<file path="src/rtl/arinc_pkg.sv">
// Shared types and constants for the ARINC-429 multi-channel receiver.
package arinc_pkg;

    localparam int unsigned WORD_W = 32;

    // Accepted line state as {line_a, line_b}
    typedef enum logic [1:0] {
        LnNull = 2'b00,
        LnZero = 2'b01,
        LnOne  = 2'b10,
        LnIll  = 2'b11
    } line_e;

    typedef enum logic [1:0] {
        StIdle,
        StRecv,
        StDone
    } chan_st_e;

    function automatic int unsigned clog2_min1(input int unsigned n);
        return (n <= 2) ? 1 : $clog2(n);
    endfunction

endpackage

</file>
<file path="src/rtl/arinc_multi_rx_if.sv">
// Received-word stream: valid/ready handshake with data, source channel and parity flag.
interface arinc_multi_rx_if #(
    parameter int unsigned CHW = 3
);
    logic                        valid;
    logic                        ready;
    logic [arinc_pkg::WORD_W-1:0] data;
    logic [CHW-1:0]              chan;
    logic                        par_err;

    modport master (output valid, output data, output chan, output par_err, input ready);
    modport slave  (input valid, input data, input chan, input par_err, output ready);
endinterface

</file>
<file path="src/rtl/arinc_rx_chan.sv">
// One receive channel: 2-FF sync, run-length glitch filter, RZ bit decode,
// word-assembly FSM and a single-word holding buffer drained by the top-level arbiter.
module arinc_rx_chan
    import arinc_pkg::*;
#(
    parameter int unsigned FILT_LEN = 4,
    parameter int unsigned GAP_CLKS = 2000
) (
    input  logic              clk_i,
    input  logic              rst_i,
    input  logic              line_a_i,
    input  logic              line_b_i,
    input  logic              grant_i,
    output logic              full_o,
    output logic [WORD_W-1:0] data_o,
    output logic              par_err_o,
    output logic              ovr_set_o
);

    localparam int unsigned GapW = clog2_min1(GAP_CLKS);

    logic [1:0]        sync1_q, sync2_q;
    line_e             cand_q, cand_d;
    logic [3:0]        fcnt_q, fcnt_d;
    line_e             lstate_q, lstate_d;
    logic [GapW-1:0]   null_cnt_q, null_cnt_d;
    chan_st_e          st_q, st_d;
    logic [4:0]        bcnt_q, bcnt_d;
    logic [WORD_W-1:0] word_q, word_d;
    logic [WORD_W-1:0] buf_q, buf_d;
    logic              buf_full_q, buf_full_d;
    logic              buf_par_q, buf_par_d;
    logic              accept, bit_stb, gap_hit;
    logic [4:0]        bidx;

    // Filter: a new state is accepted on its FILT_LEN-th consecutive equal sample
    always_comb begin
        cand_d = line_e'(sync2_q);
        fcnt_d = fcnt_q;
        if (sync2_q != cand_q) begin
            fcnt_d = 4'd1;
        end else if (fcnt_q != 4'(FILT_LEN)) begin
            fcnt_d = fcnt_q + 4'd1;
        end
        accept   = (sync2_q == cand_q) && (fcnt_q == 4'(FILT_LEN - 1));
        lstate_d = accept ? cand_q : lstate_q;
        bit_stb  = accept && (lstate_q == LnNull) && ((cand_q == LnOne) || (cand_q == LnZero));

        null_cnt_d = null_cnt_q;
        if (lstate_q != LnNull) begin
            null_cnt_d = '0;
        end else if (null_cnt_q != GapW'(GAP_CLKS - 1)) begin
            null_cnt_d = null_cnt_q + GapW'(1);
        end
        gap_hit = (lstate_q == LnNull) && (null_cnt_q == GapW'(GAP_CLKS - 1));
    end

    always_comb begin
        st_d       = st_q;
        bcnt_d     = bcnt_q;
        word_d     = word_q;
        bidx       = gap_hit ? 5'd0 : bcnt_q;
        buf_full_d = buf_full_q & ~grant_i;
        buf_d      = buf_q;
        buf_par_d  = buf_par_q;
        ovr_set_o  = 1'b0;
        unique case (st_q)
            StIdle: begin
                if (gap_hit) begin
                    st_d   = StRecv;
                    bcnt_d = '0;
                end
            end
            StRecv: begin
                if (lstate_q == LnIll) begin
                    st_d   = StIdle;
                    bcnt_d = '0;
                end else begin
                    bcnt_d = bidx;
                    if (bit_stb) begin
                        word_d[bidx] = (cand_q == LnOne);
                        if (bidx == 5'd31) begin
                            st_d   = StDone;
                            bcnt_d = '0;
                        end else begin
                            bcnt_d = bidx + 5'd1;
                        end
                    end
                end
            end
            StDone: begin
                st_d   = StRecv;
                bcnt_d = '0;
                // A buffer being granted this cycle is free to take the new word
                if (!buf_full_q || grant_i) begin
                    buf_full_d = 1'b1;
                    buf_d      = word_q;
                    buf_par_d  = ~^word_q;
                end else begin
                    ovr_set_o = 1'b1;
                end
            end
            default: st_d = StIdle;
        endcase
    end

    always_ff @(posedge clk_i or posedge rst_i) begin
        if (rst_i) begin
            sync1_q    <= 2'b00;
            sync2_q    <= 2'b00;
            cand_q     <= LnNull;
            fcnt_q     <= 4'(FILT_LEN);
            lstate_q   <= LnNull;
            null_cnt_q <= '0;
            st_q       <= StIdle;
            bcnt_q     <= '0;
            word_q     <= '0;
            buf_q      <= '0;
            buf_full_q <= 1'b0;
            buf_par_q  <= 1'b0;
        end else begin
            sync1_q    <= {line_a_i, line_b_i};
            sync2_q    <= sync1_q;
            cand_q     <= cand_d;
            fcnt_q     <= fcnt_d;
            lstate_q   <= lstate_d;
            null_cnt_q <= null_cnt_d;
            st_q       <= st_d;
            bcnt_q     <= bcnt_d;
            word_q     <= word_d;
            buf_q      <= buf_d;
            buf_full_q <= buf_full_d;
            buf_par_q  <= buf_par_d;
        end
    end

    assign full_o    = buf_full_q;
    assign data_o    = buf_q;
    assign par_err_o = buf_par_q;

endmodule

</file>
<file path="src/rtl/arinc_multi_rx.sv">
// N-channel ARINC-429 receiver with round-robin merge onto one word stream.
// Define ARINC_REDUNDANT_EN to add line_a2_i/line_b2_i, ANDed with the primary lines.
module arinc_multi_rx
    import arinc_pkg::*;
#(
    parameter  int unsigned NCH      = 6,
    parameter  int unsigned FILT_LEN = 4,
    parameter  int unsigned GAP_CLKS = 2000,
    localparam int unsigned CHW      = clog2_min1(NCH)
) (
    input  logic             clk_i,
    input  logic             rst_i,
    input  logic [NCH-1:0]   line_a_i,
    input  logic [NCH-1:0]   line_b_i,
`ifdef ARINC_REDUNDANT_EN
    input  logic [NCH-1:0]   line_a2_i,
    input  logic [NCH-1:0]   line_b2_i,
`endif
    arinc_multi_rx_if.master out_io,
    output logic [NCH-1:0]   ovr_o,
    input  logic             ovr_clr_i
);

    localparam int unsigned PW = CHW + 1;

    logic [NCH-1:0]    line_a_eff, line_b_eff;
    logic [NCH-1:0]    buf_full, buf_par, ovr_set, grant;
    logic [WORD_W-1:0] buf_data [NCH];

    logic              valid_q, valid_d;
    logic [WORD_W-1:0] data_q, data_d;
    logic [CHW-1:0]    chan_q, chan_d;
    logic              par_q, par_d;
    logic [CHW-1:0]    rr_q, rr_d;
    logic [NCH-1:0]    ovr_q, ovr_d;
    logic              found, load;
    logic [CHW-1:0]    gsel;
    logic [PW-1:0]     probe, nxt;

`ifdef ARINC_REDUNDANT_EN
    assign line_a_eff = line_a_i & line_a2_i;
    assign line_b_eff = line_b_i & line_b2_i;
`else
    assign line_a_eff = line_a_i;
    assign line_b_eff = line_b_i;
`endif

    for (genvar c = 0; c < NCH; c++) begin : g_chan
        arinc_rx_chan #(
            .FILT_LEN(FILT_LEN),
            .GAP_CLKS(GAP_CLKS)
        ) u_chan (
            .clk_i    (clk_i),
            .rst_i    (rst_i),
            .line_a_i (line_a_eff[c]),
            .line_b_i (line_b_eff[c]),
            .grant_i  (grant[c]),
            .full_o   (buf_full[c]),
            .data_o   (buf_data[c]),
            .par_err_o(buf_par[c]),
            .ovr_set_o(ovr_set[c])
        );
    end

    // First full buffer at or after the RR pointer, wrapping modulo NCH
    always_comb begin
        found = 1'b0;
        gsel  = '0;
        probe = '0;
        for (int unsigned i = 0; i < NCH; i++) begin
            probe = {1'b0, rr_q} + PW'(i);
            if (probe >= PW'(NCH)) begin
                probe = probe - PW'(NCH);
            end
            if (!found && buf_full[probe[CHW-1:0]]) begin
                found = 1'b1;
                gsel  = probe[CHW-1:0];
            end
        end
    end

    always_comb begin
        load    = found && (!valid_q || out_io.ready);
        grant   = '0;
        valid_d = valid_q;
        data_d  = data_q;
        chan_d  = chan_q;
        par_d   = par_q;
        rr_d    = rr_q;
        nxt     = {1'b0, gsel} + PW'(1);
        if (nxt == PW'(NCH)) begin
            nxt = '0;
        end
        if (load) begin
            grant[gsel] = 1'b1;
            valid_d     = 1'b1;
            data_d      = buf_data[gsel];
            chan_d      = gsel;
            par_d       = buf_par[gsel];
            rr_d        = nxt[CHW-1:0];
        end else if (out_io.ready) begin
            valid_d = 1'b0;
        end
        // A new overrun wins over a simultaneous clear
        ovr_d = (ovr_q & ~{NCH{ovr_clr_i}}) | ovr_set;
    end

    always_ff @(posedge clk_i or posedge rst_i) begin
        if (rst_i) begin
            valid_q <= 1'b0;
            data_q  <= '0;
            chan_q  <= '0;
            par_q   <= 1'b0;
            rr_q    <= '0;
            ovr_q   <= '0;
        end else begin
            valid_q <= valid_d;
            data_q  <= data_d;
            chan_q  <= chan_d;
            par_q   <= par_d;
            rr_q    <= rr_d;
            ovr_q   <= ovr_d;
        end
    end

    assign out_io.valid   = valid_q;
    assign out_io.data    = data_q;
    assign out_io.chan    = chan_q;
    assign out_io.par_err = par_q;
    assign ovr_o          = ovr_q;

endmodule
</file>
<file path="src/flat_wrapper.sv">
// flat-port wrapper written by rule: the top's interface ports become plain ports
module arinc_multi_rx_flat import arinc_pkg::*;
#(
    parameter  int unsigned NCH      = 6,
    parameter  int unsigned FILT_LEN = 4,
    parameter  int unsigned GAP_CLKS = 2000,
    localparam int unsigned CHW      = clog2_min1(NCH)
)
  (clk_i, rst_i, line_a_i, line_b_i, ovr_o, ovr_clr_i, out_io_valid, out_io_data, out_io_chan, out_io_par_err, out_io_ready);
  arinc_multi_rx_if out_io_i ();
  input  logic clk_i;
  input  logic rst_i;
  input  logic [NCH-1:0] line_a_i;
  input  logic [NCH-1:0] line_b_i;
  output logic [NCH-1:0] ovr_o;
  input  logic ovr_clr_i;
  output wire logic [$bits(out_io_i.valid)-1:0] out_io_valid;
  output wire logic [$bits(out_io_i.data)-1:0] out_io_data;
  output wire logic [$bits(out_io_i.chan)-1:0] out_io_chan;
  output wire logic [$bits(out_io_i.par_err)-1:0] out_io_par_err;
  input wire logic [$bits(out_io_i.ready)-1:0] out_io_ready;
  assign out_io_valid = out_io_i.valid;
  assign out_io_data = out_io_i.data;
  assign out_io_chan = out_io_i.chan;
  assign out_io_par_err = out_io_i.par_err;
  assign out_io_i.ready = out_io_ready;
  arinc_multi_rx #(.NCH(NCH), .FILT_LEN(FILT_LEN), .GAP_CLKS(GAP_CLKS)) u_core (.clk_i(clk_i), .rst_i(rst_i), .line_a_i(line_a_i), .line_b_i(line_b_i), .out_io(out_io_i), .ovr_o(ovr_o), .ovr_clr_i(ovr_clr_i));
endmodule
</file>
<file path="config.mk">
export PLATFORM = sky130hd
export DESIGN_NAME = arinc_multi_rx_flat
export DESIGN_NICKNAME = d
export VERILOG_FILES = /design/src/rtl/arinc_pkg.sv /design/src/rtl/arinc_multi_rx_if.sv /design/src/rtl/arinc_rx_chan.sv /design/src/rtl/arinc_multi_rx.sv /design/src/flat_wrapper.sv
export SDC_FILE = /design/constraint.sdc
export NUM_CORES = 2
export LEC_CHECK = 0
export BUFFER_PORTS_ARGS = -buffer_cell sky130_fd_sc_hd__buf_2
export CORE_ASPECT_RATIO = 1.5
export CORE_MARGIN = 2
export CORE_UTILIZATION = 55
export CTS_CLUSTER_DIAMETER = 60
export CTS_CLUSTER_SIZE = 24
export DETAILED_ROUTE_END_ITERATION = 16
export GPL_TIMING_DRIVEN = 0
export HOLD_SLACK_MARGIN = 0.03
export PLACE_DENSITY = 0.71
export SYNTH_ARGS = -nofsm -noshare
export SYNTH_HDL_FRONTEND = slang
export SYNTH_SLANG_ARGS = --single-unit
</file>
<file path="constraint.sdc">
create_clock -name clk_i -period 23.7 [get_ports clk_i]
set_input_delay 3.555 -clock clk_i [delete_from_list [all_inputs] [get_ports clk_i]]
set_output_delay 3.555 -clock clk_i [all_outputs]
set_load 0.05 [all_outputs]
</file>
==> reports/summary.md <==
The portion of synthesized cell area occupied by the leading cell type was 0.454. Counting the buffers created by CTS gives 42. The repair_antennas step left the layout with diodes totalling 0. The sequential share of the synthesized area came out at 0.459. The final layout contains routed wiring with a total length of 89.8 mm. Entering global routing, the biggest net connects 133 pins. The total routing usage reported by global routing is 0.284, and the total power per unit cell area is 111 nW/um^2. Largest fanout on the critical path: 11. The share of final-layout standard cells stronger than drive strength 1 is 0.134. For this run, the slowest stage of the critical path takes 1070 ps.

The tools report the peak supply drop as 0.102 mV. TritonCTS built the clock tree. The count of pins over their slew limit was 0; the number of cells produced by synthesis was 3388.

The biggest area contributor in the post-synthesis netlist is sky130_fd_sc_hd__dfrtp_1. The cell area after synthesis was 34000 sq um. The logs give 3 for the maximum clock path buffer count and 7470 ps for the arrival time at the worst endpoint. In the synthesized netlist the dominant register cell turns out to be sky130_fd_sc_hd__dfrtp_1. Counting every net in the synthesized netlist gives 3493. The number of H-tree levels is 2, and the cell area reported after detailed placement is 35400 sq um. The logs give 0.477 for the met2 track demand over resource and 0.603 for the fraction of the core area covered by cells at the end of the flow. The HPWL after detailed placement is 66.3 mm.

Before CTS, the worst setup slack after placement is 16890 ps. The final period utilization came out at 0.294. Async set-reset flop share out of synthesis: 1.00. Once layout is done, the placed cells without fillers occupy 36900 sq um.

Between clock sinks in the finished design, the worst skew comes to 23.9 ps. The number of synthesis warnings is 0. The relative max-transition margin was 0.200. For the cts-stage hold buffer count, the log shows 0.

Adder-cell share of the synthesized area: 0.0328. Ranked by total cell area, the synthesized netlist is headed by sky130_fd_sc_hd__dfrtp_1, sky130_fd_sc_hd__mux2_2, sky130_fd_sc_hd__xnor2_1. For the post-cts repair resize count, the log shows 0.

The number of port buffers came out at 58. The die is 308 microns tall. CTS placed an instance of sky130_fd_sc_hd__clkbuf_16 at the clock tree root.

Relative to the synthesized area, the layout overhead comes to 8.56%. The later pin in the worst-skew pair is clocked with a latency of 610 ps. The xor and xnor area share after synthesis was 0.0663; the area of the die was 63800 sq um. The tools report the met3 routing resource usage after global routing as 0.0352. Critical setup path kind: register to register. Standard-cell row count: 111. The tree built by TritonCTS fans out to 622 sinks.

Post-synthesis simple-gate area fraction: 0.156. The worst path needs 6980 ps of the cycle, external delays included. The required time of the worst setup path was 24190 ps; the worst hold slack across all endpoints was 354 ps.

The logs give 0 for the hold violation count in the final report and 0.556 for the initial core utilization. 59 I/O pins were placed. Most frequent cell on the critical path: sky130_fd_sc_hd__clkbuf_1. The number of enable-type register cells in the synthesized netlist is 0. Nature of the critical path startpoint: a register.

The portion of netlist area occupied by mux cells was 0.117; the area inside the core boundary was 61100 sq um. Static timing analysis puts the maximum clock frequency at 0.143 GHz. The tools report the count of maximum capacitance violations as 0.

For the worst setup margin, the log shows 16720 ps. The routing usage on met1 was 0.353. For the detailed-route via count, the log shows 26070.

Buffers added to address setup during post-CTS repair amount to 0. For this design the static power due to leakage is 16.7 nW. At the end of routability-driven placement, the weighted congestion stood at 0.974.

At the end of the flow, the number of nets in the layout was 3600. After detailed routing, the average wire length per cell comes to 20.8 microns. The compound-cell area share of the yosys netlist works out to 0.127.

The run gives 5277 as the filler cell count in the final layout. The detail route stage leaves a number of antenna-violating nets equal to 0. Setup repair after global routing left no endpoint under its margin. The count of cells in the finished layout, fillers not included, comes to 4317.

The tools report the number of distinct library cell variants in the gate-level netlist after synthesis as 87. The accumulated negative setup slack came out at 0 ps. After detailed routing, the number of vias per cell comes to 6.04. The initial detailed-routing violation count was 2007; the clock-pin slew on the worst setup and hold paths was 100 ps. The layer flagged by global routing as most heavily used is met2. The synthesized design contains 622 register bits. Walking the worst path, the cells encountered are buf_6 -> buf_4 -> clkbuf_1 -> clkinv_1 -> clkbuf_1 -> clkbuf_1 -> clkbuf_1 -> ha_1 -> buf_2 -> buf_1 -> a21oi_1 -> a31oi_1 -> mux2i_2 -> o221a_4 -> nor2_2 -> clkbuf_1 -> o32ai_1 -> o32a_1 -> o211ai_1. The initial antenna violation count is 1, and the overall die width is 207 microns. The slew of the pin with the lowest slew margin works out to 1200 ps. For this run, design rule violations remaining after detail routing come to 0. The logs give 25549 for the number of global-route vias before repair and 0 for the final global-route overflow total. The number of setup violations in the final report was 0; the total placed cells including tap cells was 4242. The detailed-router iteration count before antenna repair is 5. Combinational family with the most area after synthesis: simple AND/OR/NAND/NOR gates. The total power draw came out at 4.09 mW. The worst setup path is captured at a register. The flow ran to the end, and the final reports show no timing, DRC or antenna violations. Averaged over all synthesized cells, the footprint is 10.0 sq um. Path type of the worst min-delay path: register to register. The first global-routing pass estimated 142 mm of wire.

The largest individual stage delay along the critical path comes from the cell sky130_fd_sc_hd__o32ai_1.
report_power, final:
group	switching, mW	internal, mW	total (mW)
clock network	0.431	0.375	0.806
logic	1.42	0.668	2.09
registers	0.0626	1.13	1.19
kinds of logic (layout without fill, tap and decap cells):
logic type	Yosys count	after routing
multiplexers	356	356
buffers and inverters	348	486
adder cells (fa/ha/maj)	89	89
XOR/XNOR	257	257
AO/OA/AOI/OAI	580	580
AND/OR/NAND/NOR	1136	1136
flip-flops	622	622
cell type report:
type	count	area [sq um]	area share
Multi-Input combinational cell	2418	16900	0.460
Sequential cell	622	15600	0.423
Clock buffer	48	1150	0.0311
Timing Repair Buffer	63	428	0.0116
Inverter	129	492	0.0133
Tap cell	791	990	0.0269
Buffer	219	950	0.0258
Clock inverter	27	333	0.00903
metal layers:
metal	up-vias	wire length, microns	share of wire
met4	0	5890	0.066
met1	12783	35500	0.40
met5	-	0	0
li1	12264	-	-
met2	799	43800	0.49
met3	224	4650	0.052
flip-flops by register name, summed over array words and instances, names as in the netlist, 6 cells and up:
name and flops:
u_core.g_chan.u_chan.st_q 12, u_core.g_chan.u_chan.lstate_q 12, u_core.g_chan.u_chan.null_cnt_q 66, u_core.g_chan.u_chan.cand_d 12
u_core.g_chan.u_chan.fcnt_q 24, u_core.out_io.data 32, u_core.g_chan.u_chan.sync1_q 12, u_core.g_chan.u_chan.full_o 6
u_core.g_chan.u_chan.word_q 192, u_core.ovr_o 6, u_core.g_chan.u_chan.cand_q 12, u_core.g_chan.u_chan.bcnt_q 30
u_core.g_chan.u_chan.data_o 192, u_core.g_chan.u_chan.par_err_o 6
final timing paths:
| check | from | endpoint | slack [ps] | cells past startpoint |
|---|---|---|---|---|
| setup / recovery | u_core.rr_q[0] | u_core.out_io.data[18] | 16720 | 19 |
| min in group asynchronous | rst_i | u_core.g_chan[1].u_chan.sync1_q[0] | 2980 | 2 |
| setup reg to reg | u_core.rr_q[0] | u_core.out_io.data[18] | 16720 | 19 |
| hold reg to reg | u_core.g_chan[1].u_chan.sync1_q[1] | u_core.g_chan[1].u_chan.cand_d[1] | 350 | 0 |
| hold / removal | u_core.g_chan[1].u_chan.sync1_q[1] | u_core.g_chan[1].u_chan.cand_d[1] | 350 | 0 |
| max in group asynchronous | rst_i | u_core.g_chan[2].u_chan.null_cnt_q[5] | 19140 | 4 |
Yosys cell counts, types with 34 or more instances:
master and instances:
sky130_fd_sc_hd__nand2_1 356, sky130_fd_sc_hd__o32ai_1 70, sky130_fd_sc_hd__nor3_1 74, sky130_fd_sc_hd__a32oi_1 34, sky130_fd_sc_hd__xor2_1 50, sky130_fd_sc_hd__o22ai_1 68, sky130_fd_sc_hd__a221oi_1 34, sky130_fd_sc_hd__mux2_1 96
sky130_fd_sc_hd__xnor2_1 207, sky130_fd_sc_hd__mux2_2 234, sky130_fd_sc_hd__a21oi_1 91, sky130_fd_sc_hd__ha_1 89, sky130_fd_sc_hd__or3_1 117, sky130_fd_sc_hd__o21ai_0 72, sky130_fd_sc_hd__clkbuf_1 166, sky130_fd_sc_hd__o211ai_1 37
sky130_fd_sc_hd__nand4_1 54, sky130_fd_sc_hd__o31ai_1 43, sky130_fd_sc_hd__dfrtp_1 616, sky130_fd_sc_hd__nor2_1 315, sky130_fd_sc_hd__nand3_1 110, sky130_fd_sc_hd__inv_1 128
worst max-delay path: cells and delay by family, from the launching register on:
family | cells | cell delay, ps
compound gates | 6 | 2240
simple gates | 1 | 120
mux | 1 | 510
fa+ha+maj | 1 | 420
flops | 1 | 430
buf+inv | 10 | 3140
cells in the final DEF (no fill, tap or decap), drive strengths merged, types with 92 or more instances in the layout:
| master | synthesis | routed |
|---|---|---|
| a21oi | 92 | 92 |
| buf | 51 | 114 |
| clkbuf | 168 | 216 |
| dfrtp | 616 | 616 |
| inv | 128 | 142 |
| mux2 | 331 | 331 |
| nand2 | 357 | 357 |
| nand3 | 111 | 111 |
| nor2 | 317 | 317 |
| or3 | 117 | 117 |
| xnor2 | 207 | 207 |
No activity file was read; power rests on OpenSTA's default activity.
